--- src/rtl/icap_write_ctrl.sv ---
// Purpose: sequences decrypted bitstream words from the AES FIFO into the ICAPE2 X32 write port.
// Latency: 1 cycle from accepted word to icap_i/icap_csib; one word per cycle, no buffering.
// Backpressure: s_ready=1 in IDLE/SYNC, 0 in DONE/ERR and during a clear pulse.
//
// Ports:
//   clk, rst                  system clock, synchronous active-high reset
//   s_data/s_valid/s_ready    word stream from fifo128to32 (s_ready drives its read_en)
//   clear                     1-cycle abort/acknowledge pulse, returns to IDLE
//   icap_i/icap_csib/icap_rdwrb  ICAPE2 X32 write interface (csib active low, rdwrb tied 0)
//   busy/synced/done/timeout_err status for the SoC
//   word_count                words written to ICAP this session, saturating
// Optional feature: define ICAP_TIMEOUT_EN to abort a stalled session after
// TIMEOUT_CYCLES consecutive idle cycles in SYNC.
module icap_write_ctrl #(
  parameter logic [31:0] SYNC_WORD      = 32'hAA995566,
  parameter logic [31:0] DESYNC_HDR     = 32'h30008001,
  parameter logic [31:0] DESYNC_CMD     = 32'h0000000D,
  parameter bit          BITSWAP        = 1'b1,
  parameter int unsigned CNT_W          = 24,
  parameter int unsigned TIMEOUT_CYCLES = 1024
) (
  input  logic             clk,
  input  logic             rst,
  input  logic [31:0]      s_data,
  input  logic             s_valid,
  output logic             s_ready,
  input  logic             clear,
  output logic [31:0]      icap_i,
  output logic             icap_csib,
  output logic             icap_rdwrb,
  output logic             busy,
  output logic             synced,
  output logic             done,
  output logic             timeout_err,
  output logic [CNT_W-1:0] word_count
);

  typedef enum logic [1:0] {S_IDLE, S_SYNC, S_DONE, S_ERR} state_t;

  state_t      state, state_nxt;
  logic        hdr_seen, hdr_seen_nxt;  // last word written was DESYNC_HDR
  logic        xfer;
  logic        wr;
  logic        timeout_hit;
  logic [31:0] swapped;

  // 7-series ICAP expects each byte bit-reversed relative to bus order.
  always_comb begin
    swapped = s_data;
    if (BITSWAP) begin
      for (int k = 0; k < 4; k++) begin
        for (int b = 0; b < 8; b++) begin
          swapped[8*k+b] = s_data[8*k+7-b];
        end
      end
    end
  end

`ifdef ICAP_TIMEOUT_EN
  localparam int unsigned TO_W = $clog2(TIMEOUT_CYCLES + 1);
  logic [TO_W-1:0] idle_cnt;

  // Counts consecutive s_valid=0 cycles in SYNC; any transfer restarts it.
  always_ff @(posedge clk) begin
    if (rst || clear || (state != S_SYNC) || s_valid) begin
      idle_cnt <= '0;
    end else begin
      idle_cnt <= idle_cnt + TO_W'(1);
    end
  end

  assign timeout_hit = (state == S_SYNC) && !s_valid && (idle_cnt == TO_W'(TIMEOUT_CYCLES - 1));
  assign timeout_err = (state == S_ERR);
`else
  // Timeout compiled out: parameter kept so instantiations stay identical.
  logic unused_timeout_cfg;
  assign unused_timeout_cfg = ^TIMEOUT_CYCLES;
  assign timeout_hit        = 1'b0;
  assign timeout_err        = 1'b0;
`endif

  always_comb begin
    state_nxt    = state;
    hdr_seen_nxt = hdr_seen;
    wr           = 1'b0;
    // clear blocks acceptance in its own cycle so no word is lost mid-abort.
    s_ready      = ((state == S_IDLE) || (state == S_SYNC)) && !clear;
    xfer         = s_valid && s_ready;
    if (clear) begin
      state_nxt    = S_IDLE;
      hdr_seen_nxt = 1'b0;
    end else begin
      case (state)
        S_IDLE: begin
          // Pre-sync padding is silently dropped.
          if (xfer && (s_data == SYNC_WORD)) begin
            wr           = 1'b1;
            hdr_seen_nxt = 1'b0;
            state_nxt    = S_SYNC;
          end
        end
        S_SYNC: begin
          if (xfer) begin
            wr           = 1'b1;
            hdr_seen_nxt = (s_data == DESYNC_HDR);
            if (hdr_seen && (s_data == DESYNC_CMD)) begin
              state_nxt = S_DONE;
            end
          end else if (timeout_hit) begin
            state_nxt = S_ERR;
          end
        end
        default: ;
      endcase
    end
  end

  always_ff @(posedge clk) begin
    if (rst) begin
      state      <= S_IDLE;
      hdr_seen   <= 1'b0;
      icap_i     <= '0;
      icap_csib  <= 1'b1;
      word_count <= '0;
    end else begin
      state     <= state_nxt;
      hdr_seen  <= hdr_seen_nxt;
      icap_csib <= !wr;
      icap_i    <= wr ? swapped : '0;
      if (clear) begin
        word_count <= '0;
      end else if (wr) begin
        if (state == S_IDLE) begin
          word_count <= CNT_W'(1);
        end else if (word_count != '1) begin
          word_count <= word_count + CNT_W'(1);
        end
      end
    end
  end

  assign icap_rdwrb = 1'b0;
  assign busy       = (state == S_SYNC);
  assign synced     = (state == S_SYNC);
  assign done       = (state == S_DONE);

endmodule

--- config.mk ---
export PLATFORM = sky130hd
export DESIGN_NAME = icap_write_ctrl
export DESIGN_NICKNAME = d
export VERILOG_FILES = /design/src/rtl/icap_write_ctrl.sv
export SDC_FILE = /design/constraint.sdc
export NUM_CORES = 1
export LEC_CHECK = 0
export BUFFER_PORTS_ARGS = -buffer_cell sky130_fd_sc_hd__buf_2
export CAP_MARGIN = 20
export CORE_AREA = 2 2 89 91
export DETAILED_ROUTE_END_ITERATION = 12
export DIE_AREA = 0 0 91 93
export GPL_TIMING_DRIVEN = 0
export PLACE_DENSITY = 0.54
export SLEW_MARGIN = 20
export SYNTH_ARGS = -nofsm -noshare
export SYNTH_HDL_FRONTEND = slang
export SYNTH_SLANG_ARGS = --single-unit
--- constraint.sdc ---
create_clock -name clk -period 2.6 [get_ports clk]
set_input_delay 0.78 -clock clk [delete_from_list [all_inputs] [get_ports clk]]
set_output_delay 0.78 -clock clk [all_outputs]
set_load 0.05 [all_outputs]
==> flow_summary.yaml <==
outcome:
  outcome: "completed"
clock_network:
  ctsHtreeMaxLevel: 3
  cts_hold_buf: 0
  clock_tree.root_cell: "clkbuf_8"
  clkLatencyLatePin_ps: 330
  cts_tree: "yes"
  clock_sinks: 60
  clock_tree.buffer_depth: 2
  cts_inserted_buffers: 9
  path_clk_slew_ps: 70
critical_path:
  crit_family: "simple AND/OR/NAND/NOR gates"
  crit_path_cell_trace: "buf_2, nand2b_1, nor4_2, a31oi_1, buf_2, nor4_1, xnor2_1, nor2_1"
  crit_path_start_kind: "primary input"
  worstSetupPathType: "primary input to register"
  cp.required_ps: 2800
  cp_max_fo: 10
  critical_path.slowest_cell: "nor4_1"
  cp-endpoint: "word_count[9]"
  number_of_cells_on_the_worst_reg_to_reg_path: 8
  worst_endpoint_data_arrival_time_ps: 2630
  reg2reg_to: "word_count[17]"
  rr_startpoint: "word_count[0]"
  cp-startpoint: "s_data[3]"
  timing.critical_path.slowest_cell_delay_ps: 380
  cp.depth: 8
  crit_buf_inv: 2
  regToRegSetupSlack_ps: 320
  timing.critical_path.to_type: "register"
  timing.critical_path.mode_cell: "buf_2"
pwr:
  ir_worst_vdd_mv: 0.1994
  power.density_cell_area_mw_per_mm2: 555.0
  total_leakage_power_nw: 1.456
final_layout:
  final_common_cell: "buf_2"
  drive_above_1_share_pct: 35.45
  most-common-layout-cells: "buf_2 (101), dfxtp_1 (60), and2_1 (33)"
  diodes: 0
  num-nets-final: 410
  synthToLayoutAreaGrowth_pct: 32.95
global_routing:
  grt_first_pass_wirelength_microns: 10920
  antenna_violations_before_repair: 0
  grt_pass1_vias: 2192
  globalRouteOverflowTotal: 0
  grt_util_all_layers_pct: 16.39
  largest_net_degree_at_the_start_of_global_routing: 12
synth:
  synthesis.area_per_instance_sq_um: 9.344
  netlist_instances: 265
  number_of_distinct_library_cells_after_synthesis: 44
  ys_seq_elements: 60
  yosysSeqAreaShare_pct: 48.51
  synth.yosys.warnings: 0
  post_synth_instance_area_sq_mm: 0.002476
floorplanning:
  start_util_pct: 32.90
  placement_rows: 32
  fp.dieW_microns: 91
  die_h_microns: 93
  core_sq_mm: 0.007527
  dieArea_sq_mm: 0.008463
  pin_count: 99
route:
  first_pass_iteration_count_of_the_detailed_router: 4
  via_per_inst: 4.808
  drt_iter0_drcs: 86
  detail_route.wirelength_microns: 6841
  num_vias: 2308
  postRouteAntennaNets: 0
  wl_per_cell_microns: 14.25
  drc: 0
sta:
  timing.max_slew.rel_slack_pct: 55.81
  finalWorstSetupSlack_ps: 169.3
  final-max-slew-violation-count: 0
  layout_min_cycle_time_ps: 2431
  worst_pin_slew_ps: 659.8
  fin_setup_tns_ps: 0
  rsz_0062_raised_after_global_routing: "no"
  hold_viol: 0
  setup_violations: 0
  max_freq_mhz: 411.4
  layout_worst_path_cycle_share_pct: 93.49
  timing.clock.skew_ps: 8.054
worst_hold_path:
  holdCritPathClass: "register to register"
  worst_hold_path.num_cells: 2
run:
  timing.max_cap.violations: 0
placement:
  place_worst_setup_slack_ps: -314.0
  dp_hpwl_microns: 5139
  gp_routability_congestion: 0.7873
  place.port_buffers: 96
==> worst min path at each step <==
stage	end	slack, ps	start
floorplan	hdr_seen	430	hdr_seen
global placement	hdr_seen	440	hdr_seen
detailed placement	hdr_seen	450	hdr_seen
CTS	hdr_seen	460	hdr_seen
global route	hdr_seen	500	hdr_seen
finish	hdr_seen	460	hdr_seen
==> repair_timing <==
action	CTS	global route
resized for setup	0	2
buffers inserted	0	0
setup endpoints to repair	0	20
==> cell usage after synthesis, drive strengths merged <==
cell type  count  area share [%]
nand4b         3             1.1
and4bb         2             1.0
nand2b         2            0.51
and3           2            0.51
ha             1            0.51
nor3b          2            0.81
o21bai         1            0.30
buf            8             1.9
a31oi          5             1.3
nand3          9             2.0
a31o           1            0.35
nor2          26             3.9
o21ai         12             2.4
nor3           5             1.0
inv            1            0.15
dfxtp         60              49
or3            4             1.0
or4            3            0.91
and4           5             1.9
a21oi         13             2.6
nand2         13             2.1
xor2           9             3.2
a211oi         1            0.30
nor4          13             5.0
clkbuf         5            0.76
and2          34             8.6
nand4         14             4.1
o31a           1            0.35
xnor2          3             1.1
nor2b          2            0.51
or2            2            0.51
a311oi         1            0.35
o31ai          1            0.30
conb           1            0.15
==> flip-flops by register name (all words and copies together) (netlist names) <==
signal      flops
state           2
word_count     24
icap_csib       1
icap_i         32
hdr_seen        1
==> logic make-up after synthesis <==
| kind of cell | after synthesis | share of synthesized area (%) |
|---|---|---|
| xor+xnor | 12 | 4.245 |
| compound gates | 36 | 8.288 |
| buf+inv | 14 | 2.829 |
| flops | 60 | 48.51 |
| simple gates | 141 | 35.47 |
| other cells | 1 | 0.1514 |
| fa+ha+maj | 1 | 0.5052 |
==> cell type report <==
class,count,area [sq um]
inverter,1,3.754
multi-input combinational,192,1211
timing repair buffer,96,480.5
clock buffer,10,137.6
tap,102,127.6
buffer,13,66.31
clock inverter,6,63.81
sequential,60,1201
fill,786,4235
==> metal layers <==
metal | track usage, % | vias to the layer above | wire, microns
met5 | 0 | - | 0
met4 | 7.702 | 0 | 92
met3 | 3.787 | 7 | 577
met2 | 25.06 | 106 | 3050
met1 | 21.93 | 1038 | 3120
li1 | - | 1157 | -
==> power breakdown <==
| part | internal [mW] | switching, mW |
|---|---|---|
| clock | 0.466 | 0.372 |
| combinational | 0.0277 | 0.0421 |
| sequential | 0.919 | 0.00000000000858 |
| total | 1.41 | 0.414 |
==> through the flow <==
step	util, %	cells	hold slack [ps]	total power [mW]	instance area (sq um)
4_1_cts	43.70	480	458.7	1.853	3289
5_1_grt	43.73	480	500.5	1.912	3292
3_5_place_dp	41.02	464	448.5	1.009	3088
2_1_floorplan	-	266	432.1	0.9647	2480
6_report	43.73	480	455.4	1.827	3292
3_3_place_gp	41.02	464	442.2	1.010	3088
==> worst reg2reg max path, stage by stage (launching register included) <==
cell	delay (ps)
dfxtp_1	480
ha_1	280
nand3_1	210
nor4_4	350
nand2_2	220
buf_2	250
a21oi_1	140
o21ai_0	100
a21oi_1	170
No activity file was read; power rests on OpenSTA's default activity.
